**src/rtl/event_recorder_if.sv**
```systemverilog
// Event record stream from the recorder to an off-block logger or trace buffer.
// A record transfers on a rising clk edge where evt_valid && evt_ready; while evt_valid is high
// and evt_ready is low, every evt_* payload field holds steady.
interface event_recorder_if #(
  parameter int DATA_WIDTH = 8,
  parameter int TS_WIDTH   = 32
);
  logic                  evt_valid;
  logic                  evt_ready;
  logic [2:0]            evt_level;
  logic                  evt_topic;
  logic [TS_WIDTH-1:0]   evt_time;
  logic [15:0]           evt_count;
  logic [DATA_WIDTH-1:0] evt_data;

  modport master (
    output evt_valid, evt_level, evt_topic, evt_time, evt_count, evt_data,
    input  evt_ready
  );

  modport slave (
    input  evt_valid, evt_level, evt_topic, evt_time, evt_count, evt_data,
    output evt_ready
  );
endinterface

```
**src/rtl/event_recorder.sv**
```systemverilog
// Hardware event recorder: a stability checker and a bounded-latency observer emit timestamped
// INFO/ERROR records into a small FIFO that drains over a valid/ready stream.
module event_recorder #(
  parameter int DATA_WIDTH = 8,
  parameter int TS_WIDTH   = 32,
  parameter int FIFO_DEPTH = 8
) (
  input  logic                  clk,
  input  logic                  rst_n,
  input  logic                  stbl_flag,
  input  logic [DATA_WIDTH-1:0] stbl_data,
  input  logic                  obs_start,
  input  logic                  obs_flag,
  input  logic [15:0]           obs_limit,
  event_recorder_if.master      evt,
  output logic [15:0]           dropped,
  output logic [1:0]            dbg_stbl_state,
  output logic                  dbg_obs_state
);

  localparam int AW = $clog2(FIFO_DEPTH);
  localparam int CW = AW + 1;
  localparam logic [2:0] LVL_INFO  = 3'd2;
  localparam logic [2:0] LVL_ERROR = 3'd4;

  typedef struct packed {
    logic [2:0]            level;
    logic                  topic;
    logic [TS_WIDTH-1:0]   ts;
    logic [15:0]           count;
    logic [DATA_WIDTH-1:0] data;
  } rec_t;

  typedef enum logic [1:0] {S_IDLE = 2'd0, S_TRACK = 2'd1, S_BROKEN = 2'd2} stbl_state_t;
  typedef enum logic {O_IDLE = 1'b0, O_WAIT = 1'b1} obs_state_t;

  logic [TS_WIDTH-1:0]   ts;
  stbl_state_t           stbl_state;
  logic [DATA_WIDTH-1:0] stbl_latch;
  logic [15:0]           stbl_cnt;
  obs_state_t            obs_state;
  logic [15:0]           obs_lim;
  logic [15:0]           obs_cnt;
  logic [15:0]           obs_cnt_inc;

  logic stbl_push, obs_push;
  rec_t stbl_rec, obs_rec;

  rec_t           mem [FIFO_DEPTH];
  logic [AW-1:0]  wr_ptr, rd_ptr, obs_wr_ptr;
  logic [CW-1:0]  fill, free;
  logic           not_empty, pop, acc_stbl, acc_obs;
  logic [1:0]     n_drop;
  logic [16:0]    drop_sum;
  rec_t           head;

  assign obs_cnt_inc = obs_cnt + 16'd1;

  always_comb begin
    stbl_push = 1'b0;
    stbl_rec  = '0;
    if (stbl_state == S_TRACK) begin
      if (!stbl_flag) begin
        stbl_push = 1'b1;
        stbl_rec  = '{level: LVL_INFO, topic: 1'b0, ts: ts, count: stbl_cnt, data: stbl_latch};
      end else if (stbl_data != stbl_latch) begin
        stbl_push = 1'b1;
        stbl_rec  = '{level: LVL_ERROR, topic: 1'b0, ts: ts, count: stbl_cnt, data: stbl_data};
      end
    end
  end

  // A budget of 1 expires in the start cycle itself, so it never enters WAIT.
  always_comb begin
    obs_push = 1'b0;
    obs_rec  = '0;
    if (obs_state == O_IDLE) begin
      if (obs_start) begin
        if (obs_limit == 16'd0) begin
          obs_push = 1'b1;
          obs_rec  = '{level: LVL_ERROR, topic: 1'b1, ts: ts, count: 16'd0, data: '0};
        end else if (obs_flag) begin
          obs_push = 1'b1;
          obs_rec  = '{level: LVL_INFO, topic: 1'b1, ts: ts, count: 16'd0, data: '0};
        end else if (obs_limit == 16'd1) begin
          obs_push = 1'b1;
          obs_rec  = '{level: LVL_ERROR, topic: 1'b1, ts: ts, count: obs_limit, data: '0};
        end
      end
    end else begin
      if (obs_flag) begin
        obs_push = 1'b1;
        obs_rec  = '{level: LVL_INFO, topic: 1'b1, ts: ts, count: obs_cnt, data: '0};
      end else if (obs_cnt_inc == obs_lim) begin
        obs_push = 1'b1;
        obs_rec  = '{level: LVL_ERROR, topic: 1'b1, ts: ts, count: obs_lim, data: '0};
      end
    end
  end

  always_ff @(posedge clk or negedge rst_n) begin
    if (!rst_n) begin
      stbl_state <= S_IDLE;
      stbl_latch <= '0;
      stbl_cnt   <= '0;
    end else begin
      case (stbl_state)
        S_IDLE: if (stbl_flag) begin
          stbl_latch <= stbl_data;
          stbl_cnt   <= 16'd1;
          stbl_state <= S_TRACK;
        end
        S_TRACK: begin
          if (!stbl_flag)                   stbl_state <= S_IDLE;
          else if (stbl_data != stbl_latch) stbl_state <= S_BROKEN;
          else if (stbl_cnt != 16'hFFFF)    stbl_cnt   <= stbl_cnt + 16'd1;
        end
        S_BROKEN: if (!stbl_flag) stbl_state <= S_IDLE;
        default: stbl_state <= S_IDLE;
      endcase
    end
  end

  always_ff @(posedge clk or negedge rst_n) begin
    if (!rst_n) begin
      obs_state <= O_IDLE;
      obs_lim   <= '0;
      obs_cnt   <= '0;
    end else begin
      case (obs_state)
        O_IDLE: if (obs_start && obs_limit != 16'd0 && !obs_flag) begin
          obs_lim <= obs_limit;
          obs_cnt <= 16'd1;
          if (obs_limit != 16'd1) obs_state <= O_WAIT;
        end
        O_WAIT: begin
          if (obs_flag) begin
            obs_state <= O_IDLE;
          end else begin
            obs_cnt <= obs_cnt_inc;
            if (obs_cnt_inc == obs_lim) obs_state <= O_IDLE;
          end
        end
        default: obs_state <= O_IDLE;
      endcase
    end
  end

  // Space is judged before this cycle's pop, so a full FIFO drops even while draining.
  assign not_empty  = (fill != '0);
  assign pop        = not_empty && evt.evt_ready;
  assign free       = CW'(FIFO_DEPTH) - fill;
  assign acc_stbl   = stbl_push && (free != '0);
  assign acc_obs    = obs_push && (free > CW'(acc_stbl));
  assign obs_wr_ptr = wr_ptr + AW'(acc_stbl);
  assign n_drop     = {1'b0, stbl_push & ~acc_stbl} + {1'b0, obs_push & ~acc_obs};
  assign drop_sum   = {1'b0, dropped} + {15'd0, n_drop};

  always_ff @(posedge clk or negedge rst_n) begin
    if (!rst_n) begin
      ts      <= '0;
      fill    <= '0;
      wr_ptr  <= '0;
      rd_ptr  <= '0;
      dropped <= '0;
    end else begin
      ts      <= ts + 1'b1;
      fill    <= fill + CW'(acc_stbl) + CW'(acc_obs) - CW'(pop);
      wr_ptr  <= wr_ptr + AW'(acc_stbl) + AW'(acc_obs);
      rd_ptr  <= rd_ptr + AW'(pop);
      dropped <= drop_sum[16] ? 16'hFFFF : drop_sum[15:0];
    end
  end

  always_ff @(posedge clk) begin
    if (acc_stbl) mem[wr_ptr]     <= stbl_rec;
    if (acc_obs)  mem[obs_wr_ptr] <= obs_rec;
  end

  assign head          = mem[rd_ptr];
  assign evt.evt_valid = not_empty;
  assign evt.evt_level = not_empty ? head.level : 3'd0;
  assign evt.evt_topic = not_empty ? head.topic : 1'b0;
  assign evt.evt_time  = not_empty ? head.ts    : '0;
  assign evt.evt_count = not_empty ? head.count : 16'd0;
  assign evt.evt_data  = not_empty ? head.data  : '0;

  assign dbg_stbl_state = stbl_state;
  assign dbg_obs_state  = obs_state;

endmodule

```
**src/flat_wrapper.sv**
```systemverilog
// flat-port wrapper written by rule: the top's interface ports become plain ports
module event_recorder_flat 
#(
  parameter int DATA_WIDTH = 8,
  parameter int TS_WIDTH   = 32,
  parameter int FIFO_DEPTH = 8
)
  (clk, rst_n, stbl_flag, stbl_data, obs_start, obs_flag, obs_limit, dropped, dbg_stbl_state, dbg_obs_state, evt_evt_valid, evt_evt_level, evt_evt_topic, evt_evt_time, evt_evt_count, evt_evt_data, evt_evt_ready);
  event_recorder_if #(.DATA_WIDTH(DATA_WIDTH), .TS_WIDTH(TS_WIDTH)) evt_i ();
  input  logic clk;
  input  logic rst_n;
  input  logic stbl_flag;
  input  logic [DATA_WIDTH-1:0] stbl_data;
  input  logic obs_start;
  input  logic obs_flag;
  input  logic [15:0] obs_limit;
  output logic [15:0] dropped;
  output logic [1:0] dbg_stbl_state;
  output logic dbg_obs_state;
  output wire logic [$bits(evt_i.evt_valid)-1:0] evt_evt_valid;
  output wire logic [$bits(evt_i.evt_level)-1:0] evt_evt_level;
  output wire logic [$bits(evt_i.evt_topic)-1:0] evt_evt_topic;
  output wire logic [$bits(evt_i.evt_time)-1:0] evt_evt_time;
  output wire logic [$bits(evt_i.evt_count)-1:0] evt_evt_count;
  output wire logic [$bits(evt_i.evt_data)-1:0] evt_evt_data;
  input wire logic [$bits(evt_i.evt_ready)-1:0] evt_evt_ready;
  assign evt_evt_valid = evt_i.evt_valid;
  assign evt_evt_level = evt_i.evt_level;
  assign evt_evt_topic = evt_i.evt_topic;
  assign evt_evt_time = evt_i.evt_time;
  assign evt_evt_count = evt_i.evt_count;
  assign evt_evt_data = evt_i.evt_data;
  assign evt_i.evt_ready = evt_evt_ready;
  event_recorder #(.DATA_WIDTH(DATA_WIDTH), .TS_WIDTH(TS_WIDTH), .FIFO_DEPTH(FIFO_DEPTH)) u_core (.clk(clk), .rst_n(rst_n), .stbl_flag(stbl_flag), .stbl_data(stbl_data), .obs_start(obs_start), .obs_flag(obs_flag), .obs_limit(obs_limit), .evt(evt_i), .dropped(dropped), .dbg_stbl_state(dbg_stbl_state), .dbg_obs_state(dbg_obs_state));
endmodule
```
**config.mk**
```make
export PLATFORM = sky130hd
export DESIGN_NAME = event_recorder_flat
export DESIGN_NICKNAME = d
export VERILOG_FILES = /design/src/rtl/event_recorder_if.sv /design/src/rtl/event_recorder.sv /design/src/flat_wrapper.sv
export SDC_FILE = /design/constraint.sdc
export NUM_CORES = 1
export LEC_CHECK = 0
export BUFFER_PORTS_ARGS = -buffer_cell sky130_fd_sc_hd__buf_2
export CAP_MARGIN = 0
export CORE_MARGIN = 2
export CORE_UTILIZATION = 60
export CTS_BUF_LIST = sky130_fd_sc_hd__clkbuf_16
export CTS_CLUSTER_SIZE = 28
export DETAILED_ROUTE_END_ITERATION = 16
export PLACE_DENSITY = 0.78
export SLEW_MARGIN = 40
export SYNTH_ARGS = -nofsm -noshare
export SYNTH_HDL_FRONTEND = slang
export SYNTH_SLANG_ARGS = --single-unit
export TNS_END_PERCENT = 20
```
**constraint.sdc**
```tcl
create_clock -name clk -period 14.5 [get_ports clk]
set_input_delay 0.725 -clock clk [delete_from_list [all_inputs] [get_ports clk]]
set_output_delay 0.725 -clock clk [all_outputs]
set_load 0.01 [all_outputs]
```
* Yosys cells after proc, flatten, opt, wreduce, memory -nomap -nowiden *
Memory sizes are Yosys's and may differ from the RTL's.
Cells that the tools add are included.

word-level totals
  register bits after elaboration = 117
  memory bits (writable) = 480
  output and inout bits = 80
  memories kept = 1

memories
  name        words  bits a word  read ports  clocked after Yosys merged registers in  write ports  line                  text
  u_core.mem  8      60           1           0                                        2            event_recorder.sv:49  rec_t mem [FIFO_DEPTH];

operators by class
  add/sub/neg operators = 12
  order comparisons = 1
  equality and inequality tests = 15
  multiplexer cells = 48
  bitwise gates (word level) = 5
  reduce and logical (&&, ||, !) cells = 17

operators with widths
  kind                                                                       count
  60-bit 2-to-1 mux                                                          10
  16-bit 2-to-1 mux                                                          8
  16-bit case mux with 2 select lines                                        2
  16-bit by 1-bit adder with 16-bit output (second input constant)           2
  32-bit by 1-bit adder with 32-bit output (second input constant)           1
  32-bit 2-to-1 mux                                                          1
  1-bit 2-to-1 mux                                                           19
  16-bit by 2-bit adder with 17-bit output                                   1
  16-bit by 1-bit equality test with 1-bit output (second input constant)    1
  16-bit equality test                                                       1
  16-bit logical NOT                                                         1
  16-bit by 1-bit inequality test with 1-bit output (second input constant)  1
  16-bit inequality test (second input constant)                             1
  16-bit nonzero test                                                        1
  2-bit inequality test (second input constant)                              7
  3-bit by 1-bit adder with 3-bit output                                     3
  4-bit by 1-bit adder with 4-bit output                                     2
  2-bit 2-to-1 mux                                                           4
  8-bit 2-to-1 mux                                                           1
  8-bit inequality test                                                      1
  4-bit nonzero test                                                         2
  2-bit case mux with 3 select lines                                         1
  2-bit AND reduction                                                        3
  1-bit logical AND                                                          5
  other kinds (16)                                                           19

* Longest topological paths before layout *
Gate-level depths: netlist of run 1.

  depth in word-level cells = 12
  gate-level depth with buffers = 19
  gate-level depth less buffers = 18

* Worst setup path before layout of run 1 *
OpenSTA, ideal clock, no wires.

  path type = input-to-reg
  start = in stbl_data[7]
  end = mem u_core.mem[5][10] in the netlist's numbering (enable)
  data arrival time = 4.333 ns
  setup slack = 9.735 ns
  stages on the path = 11
  path buffers = 1
  cell sequence = xor2_1 -> nor4_1 -> a31oi_1 -> nand2_1 -> inv_1 -> ha_1 -> ha_1 -> nor3_1 -> nand3_1 -> o21bai_1 -> clkbuf_1

RTL lines
  element      line                  text
  from (decl)  flat_wrapper.sv:13    input logic [DATA_WIDTH-1:0] stbl_data;
  to (decl)    event_recorder.sv:49

* Worst setup path in the final report of run 1 *
  start = reg u_core.obs_cnt[0]
  end = reg u_core.dropped[9]

between the ends
  word-level cells in the longest chain between the ends = 11

RTL lines
  element                                       line                   text
  from (decl)                                   event_recorder.sv:43   logic [15:0] obs_cnt;
  from (signal assigned)                        event_recorder.sv:140  obs_cnt <= obs_cnt_inc;
  16-bit by 1-bit adder with 16-bit output (*)  event_recorder.sv:57   assign obs_cnt_inc = obs_cnt + 16'd1;
  16-bit equality test (*)                      event_recorder.sv:94   end else if (obs_cnt_inc == obs_lim) begin
  1-bit 2-to-1 mux (*)                          event_recorder.sv:94
  1-bit 2-to-1 mux (*)                          event_recorder.sv:91   if (obs_flag) begin
  1-bit 2-to-1 mux (*)                          event_recorder.sv:77   if (obs_state == O_IDLE) begin
  1-bit logical AND                             event_recorder.sv:154  assign acc_obs = obs_push && (free > CW'(acc_stbl));
  1-bit NOT                                     event_recorder.sv:156  assign n_drop = {1'b0, stbl_push & ~acc_stbl} + {1'b0, obs_push & ~acc_obs};
  1-bit bitwise AND (*)                         event_recorder.sv:156
  1-bit by 1-bit adder with 2-bit output (*)    event_recorder.sv:156
  16-bit by 2-bit adder with 17-bit output (*)  event_recorder.sv:157  assign drop_sum = {1'b0, dropped} + {15'd0, n_drop};
  16-bit 2-to-1 mux (*)                         event_recorder.sv:171  dropped <= drop_sum[16] ? 16'hFFFF : drop_sum[15:0];
  to (signal assigned)                          event_recorder.sv:171
  to (decl)                                     event_recorder.sv:16   output logic [15:0] dropped,

Mark *: on every way between the ends. The rest lies on a longest branch, timed or not.
A chain may end at the register's enable or synchronous reset.

==> impl_metrics.tcl, run 1 <==
set metrics [dict create \
    endpoint_kind "flip-flop" \
    final_net_count 2308 \
    p_int_mw 3.84 \
    cts_max_level 2 \
    n_antenna_cell 0 \
    vias 18345 \
    cts_hold_buffers 0 \
    pin_count 110 \
    crit_type "flip-flop to flip-flop" \
    clk_path_buf_depth 3 \
    antenna_found_initial 0 \
    synth-xor-area-share 0.0271 \
    synth_area_sq_um 28800 \
    fin_cells 2922 \
    crit_path_start_kind "flip-flop" \
    wirelength_um 65900 \
    synth-compound-area-share 0.0438 \
    fmax_mhz 198 \
    cap_viol_max_count 0 \
    netlist_instances 2230 \
    required_ns 15.06 \
    synth_cell_types 70 \
    hpwlAfterDp_um 39500 \
    dieArea_sq_um 49700 \
    synth_top_family_by_area "multiplexers" \
    tns_ns 0 \
    drt_iter0_drc 1725 \
    yosys_register_bits 589 \
    chipWidth_um 223 \
    drc_errors 0 \
    synth.area.top_cells "edfxtp_1 (43%), dfrtp_1 (10%), mux4_2 (9.2%)" \
    fin_area_sq_um 32000 \
    synth_simple_gate_area_frac 0.147 \
    clock-sinks 589 \
    overflow 0 \
    power_switching_mw 1.93 \
    drv_slew 0 \
    cts_root_buf "clkbuf_16" \
    tightest_slew_ns 0.883 \
    cts_buffers 59 \
    async_reset_ff_frac 0.199 \
    vias_per_cell 6.28 \
    slew_headroom 0.411 \
    cts.repair_timing.setup_buffer_count 0 \
    holdWs_ns 0.0547 \
    area_delta_synth_final_pct 11.2 \
    yosysSeqAreaShare 0.572 \
    synth_top_area_frac 0.426 \
    syn_area_per_cell_sq_um 12.9 \
    std_cell_rows 80 \
    yosysWarnings 0 \
    place_area_sq_um 30000 \
    layout_common_cells "edfxtp_1 (408), and2_1 (250), mux2i_1 (201)" \
    yosysTopAreaCell "edfxtp_1" \
    final_core_util 0.673 \
    grt_pass1_vias 18537 \
    place_ws_ns 9.16 \
    synth_mux_area_frac 0.170 \
    p_leak_nw 11.8 \
    insertion_delay_ns 0.63 \
    irDropWorstVdd_mv 0.143 \
    worstPathArrival_ns 5.61 \
    worst_slack_ns 9.45 \
    outcome "finished clean" \
    rsz0062_at_grt "no" \
    dp.cells 2799 \
    power_frac_comb 0.334 \
    first_pass_iters 6 \
    p_sw_frac 0.334 \
    cts_tree "yes" \
    powerDensity_nw_per_um2 181 \
    hp-class "primary input to asynchronous set/reset pin" \
    gp_congestion 0.874 \
    core_area_sq_um 47500 \
    power_frac_seq 0.408 \
    synth_nets 2280 \
    port-buffer-count 108 \
    min_period_ns 5.05 \
    clkPwrFrac 0.257 \
    grt_max_degree 109 \
    synth_edf_count 408 \
    drive_gt1_frac 0.188 \
    clk_pin_slew_ns 0.06 \
    total_power_mw 5.78 \
    mostFrequentLayoutCell "edfxtp_1" \
    finalSetupViolCount 0 \
    grt_pass1_wl_um 103000 \
    min_period_over_period 0.348 \
    crit_fanout 12 \
    finalHoldViolCount 0 \
    synthAdderAreaFrac 0.00948 \
    synth_flop_cell "edfxtp_1" \
    fin_skew_ns 0.0297 \
    antenna_left 0 \
    grt_use_total 0.267 \
    die_y_um 223 \
    cts_resized 0 \
    start_util 0.605 \
    wl_per_cell_um 22.5 \
]
## critical path: stages (launching register included)
cell and delay [ns]:
dfrtp_1 0.51, ha_1 0.37, nand4_2 0.25, or3_1 0.43
o2bb2ai_1 0.13, or4_4 0.51, nor4_4 0.52, nor2_4 0.23
nor3b_1 0.36, fa_1 0.28, and3_1 0.21, and3_1 0.24
and3_1 0.22, and3_1 0.27, nand2b_1 0.28, o21ai_0 0.16
## layer usage
metal	up-vias	routed length, um	global-route usage
met3	125	4450	0.0457
met4	0	1770	0.0892
met2	673	32800	0.449
met1	9287	26800	0.358
met5	-	0	0
li1	8260	-	-
## synth_stat cells, types with 17 or more instances
library cell,instances
a211oi_1,66
dfxtp_1,64
nand2_1,81
buf_2,22
xnor2_1,50
mux2i_1,201
nand4_1,20
nand3_1,150
clkbuf_1,142
mux2_2,20
edfxtp_1,408
xor2_1,39
and3_1,20
nor2_1,183
inv_1,20
buf_1,23
and2_1,251
o21ai_0,31
mux4_2,118
a21oi_1,26
dfrtp_1,117
ha_1,17
## power by group through the flow
stage                     sequential (mW)  clock (mW)  combinational (mW)
after global routing                 2.39        1.56                2.08
after CTS                            2.38        1.50                1.93
after floorplan                      2.29           0                1.37
after global placement               2.39           0                1.85
after detailed placement             2.41           0                1.92
final                                2.36        1.49                1.93
## worst paths after layout
| path | depth (start not counted) | slack, ns | to | start |
|---|---|---|---|---|
| max in group asynchronous | 2 | 13.41 | u_core.rd_ptr[2] | rst_n |
| hold reg to reg | 2 | 0.50 | u_core.mem[6][0] | u_core.mem[6][0] |
| setup reg to reg | 15 | 9.45 | u_core.dropped[9] | u_core.obs_cnt[0] |
| setup / recovery | 15 | 9.45 | u_core.dropped[9] | u_core.obs_cnt[0] |
| hold / removal | 1 | 0.05 | u_core.obs_cnt[10] | rst_n |
| min in group clk | 3 | 0.32 | u_core.obs_lim[15] | obs_limit[15] |
## registers in the layout (all words and copies together) (netlist names)
| register | cells |
|---|---|
| u_core.mem | 472 |
| u_core.ts | 32 |
| u_core.dropped | 16 |
| u_core.obs_cnt | 16 |
| u_core.obs_lim | 16 |
| u_core.stbl_cnt | 16 |
| u_core.stbl_latch | 8 |
| u_core.fill | 4 |
| u_core.rd_ptr | 3 |
| u_core.wr_ptr | 3 |
| u_core.dbg_stbl_state | 2 |
| u_core.dbg_obs_state | 1 |
## cells by family after synthesis
logic type | after synthesis
AOI/OAI and AO/OA | 181
xor gates and xnor gates | 89
and+or+nand+nor | 793
buffers and inverters | 218
adders and majority gates | 20
DFF | 589
other | 1
muxes | 339
## layout make-up
class,count,area [sq um]
clock buffers,59,1480
multi-input cells,1423,11600
flip-flops and latches,589,16500
clock inverters,51,395
fillers,3327,15600
well taps,615,769
inverters,22,82.6
repair buffers,163,1180
No activity file was read; power rests on OpenSTA's default activity.
==> inputs of run 2 (changes only) <==
==> constraint.sdc (replaced) <==
create_clock -name clk -period 5.1 [get_ports clk]
set_input_delay 0.255 -clock clk [delete_from_list [all_inputs] [get_ports clk]]
set_output_delay 0.255 -clock clk [all_outputs]
set_load 0.01 [all_outputs]
==> run 2 against run 1 <==
Compared with the run above:
- cell count up 1.6%
- sequential power rose to 2.8 times the previous value
- worst setup slack worse by 9.1 ns
- wire length up 3.0%
- design area up 1.8%
- flip-flop and latch count unchanged
- total power rose to 2.9 times the previous value
- clock skew up 0.0096 ns
- non-clock buffer count up 41
- utilization up 1.2 points
- register-to-register slack worse by 9.1 ns
- via count up 0.77%
- highest routed layer unchanged
==> impl_metrics.tcl, run 2 (synthesized netlist as in run 1, its figures left out) <==
set metrics [dict create \
    start_util 0.605 \
    drv_slew 0 \
    n_antenna_cell 0 \
    outcome "finished clean" \
    die_y_um 223 \
    vias_per_cell 6.23 \
    powerDensity_nw_per_um2 520 \
    crit_path_start_kind "flip-flop" \
    drc_errors 0 \
    cts.repair_timing.setup_buffer_count 0 \
    crit_path_start "u_core.obs_cnt[0]" \
    critical-path-slowest-cell "or4_4" \
    endpoint_kind "flip-flop" \
    largest_reg_flops 472 \
    crit_fanout 12 \
    first_pass_iters 6 \
    cts_buffers 61 \
    min_period_over_period 0.933 \
    final_net_count 2351 \
    slew_headroom 0.368 \
    vias 18487 \
    fin_skew_ns 0.0394 \
    total_power_mw 16.9 \
    clkPwrFrac 0.269 \
    std_cell_rows 80 \
    power_frac_comb 0.335 \
    wl_per_cell_um 22.9 \
    place_area_sq_um 30100 \
    critPathMostFrequentCell "and3_1" \
    reg_top3 "u_core.mem (472), u_core.ts (32)" \
    hpwlAfterDp_um 41000 \
    r2r_start "u_core.obs_cnt[0]" \
    crit_type "flip-flop to flip-flop" \
    regMostFlops "u_core.mem" \
    clk_pin_slew_ns 0.06 \
    finalSetupViolCount 0 \
    critical_path.top_delay_family "simple AND/OR/NAND/NOR gates" \
    fillers 3212 \
    layout_common_cells "edfxtp_1 (408), and2_1 (250), mux2i_1 (201)" \
    gp_congestion 0.885 \
    cap_viol_max_count 0 \
    cts_hold_buffers 27 \
    chipWidth_um 223 \
    clock-sinks 589 \
    overflow 0 \
    pin_count 110 \
    clk_path_buf_depth 3 \
    p_int_mw 11.3 \
    drt_iter0_drc 1724 \
    dieArea_sq_um 49700 \
    hp-class "primary input to asynchronous set/reset pin" \
    rsz0062_at_grt "no" \
    core_area_sq_um 47500 \
    worst_slack_ns 0.341 \
    fmax_mhz 210 \
    irDropWorstVdd_mv 0.378 \
    worstPathArrival_ns 5.32 \
    critPathBufInv 0 \
    p_sw_frac 0.331 \
    regArea_sq_um 16500 \
    insertion_delay_ns 0.64 \
    required_ns 5.66 \
    holdWs_ns 0.153 \
    wirelength_um 67900 \
    path_cells "ha_1 -> nand4_2 -> or3_1 -> o2bb2ai_1 -> or4_4 -> nor4_4 -> nor2_2 -> nor3b_1 -> fa_1 -> and3_1 -> and3_1 -> and3_1 -> and3_1 -> nand2b_1 -> o21ai_0" \
    finalHoldViolCount 0 \
    grt_use_total 0.279 \
    antenna_found_initial 0 \
    grt_max_degree 84 \
    grt_pass1_vias 18898 \
    cts_resized 0 \
    mostFrequentLayoutCell "edfxtp_1" \
    cts_tree "yes" \
    power_frac_seq 0.395 \
    max_stage_delay_ns 0.51 \
    power_switching_mw 5.60 \
    min_period_ns 4.76 \
    port-buffer-count 108 \
    p_leak_nw 12.1 \
    antenna_left 0 \
    cts_root_buf "clkbuf_16" \
    drive_gt1_frac 0.193 \
    tightest_slew_ns 0.949 \
    tns_ns 0 \
    area_delta_synth_final_pct 13.2 \
    cts_max_level 2 \
    grt_pass1_wl_um 107000 \
    place_ws_ns 0.410 \
    fin_area_sq_um 32600 \
    multi_input_area_sq_um 11600 \
]
-- run 2: changes by cell type in the layout (fill, tap and decap cells not counted), sizes merged --
cell | before | now
bufinv | 6 | 9
dlygate4sd3 | 0 | 27
clkinvlp | 0 | 6
clkinv | 33 | 27
clkbuf | 63 | 69
buf | 159 | 171
inv | 34 | 32
-- run 2: per-layer routing --
metal  GRT usage  part of all wire
met3      0.0452             0.068
met1       0.369              0.41
met5           0                 0
met2       0.475              0.50
met4      0.0888             0.026
-- run 2: layout make-up --
class                   count  share of cell area
flip-flops and latches    589               0.506
well taps                 615              0.0236
clock inverters            52              0.0148
inverters                  22             0.00253
repair buffers            204              0.0495
multi-input cells        1423               0.356
clock buffers              63              0.0484
-- run 2: stage by stage --
step | instances | utilization
after floorplan | 2230 | -
after global placement | 2807 | 0.631
after detailed placement | 2811 | 0.633
after CTS | 2953 | 0.682
after global routing | 2968 | 0.685
final | 2968 | 0.685
-- run 2: worst paths after layout --
| kind | to | slack (ns) | depth (start not counted) |
|---|---|---|---|
| min reg2reg | u_core.mem[1][3] | 0.50 | 2 |
| min | u_core.obs_lim[8] | 0.15 | 2 |
| max in group asynchronous | u_core.dbg_obs_state | 3.96 | 3 |
| max reg2reg | u_core.dropped[5] | 0.34 | 15 |
| max | u_core.dropped[5] | 0.34 | 15 |
| min in group clk | u_core.dbg_obs_state | 0.17 | 2 |
-- run 2: worst register-to-register path: stages (launching register included) --
cell       delay [ns]
dfrtp_1          0.50
ha_1             0.36
nand4_2          0.26
or3_1            0.43
o2bb2ai_1        0.13
or4_4            0.51
nor4_4           0.38
nor2_2           0.08
nor3b_1          0.30
fa_1             0.28
and3_1           0.21
and3_1           0.26
and3_1           0.26
and3_1           0.28
nand2b_1         0.28
o21ai_0          0.18
-- run 2: power groups by stage --
stage,Clock (mW),Combinational [mW],Sequential [mW]
floorplan,0,3.89,6.52
global placement,0,5.35,6.88
detailed placement,0,5.59,6.83
finish,4.56,5.68,6.69
global route,4.80,6.11,6.78
CTS,4.61,5.63,6.74
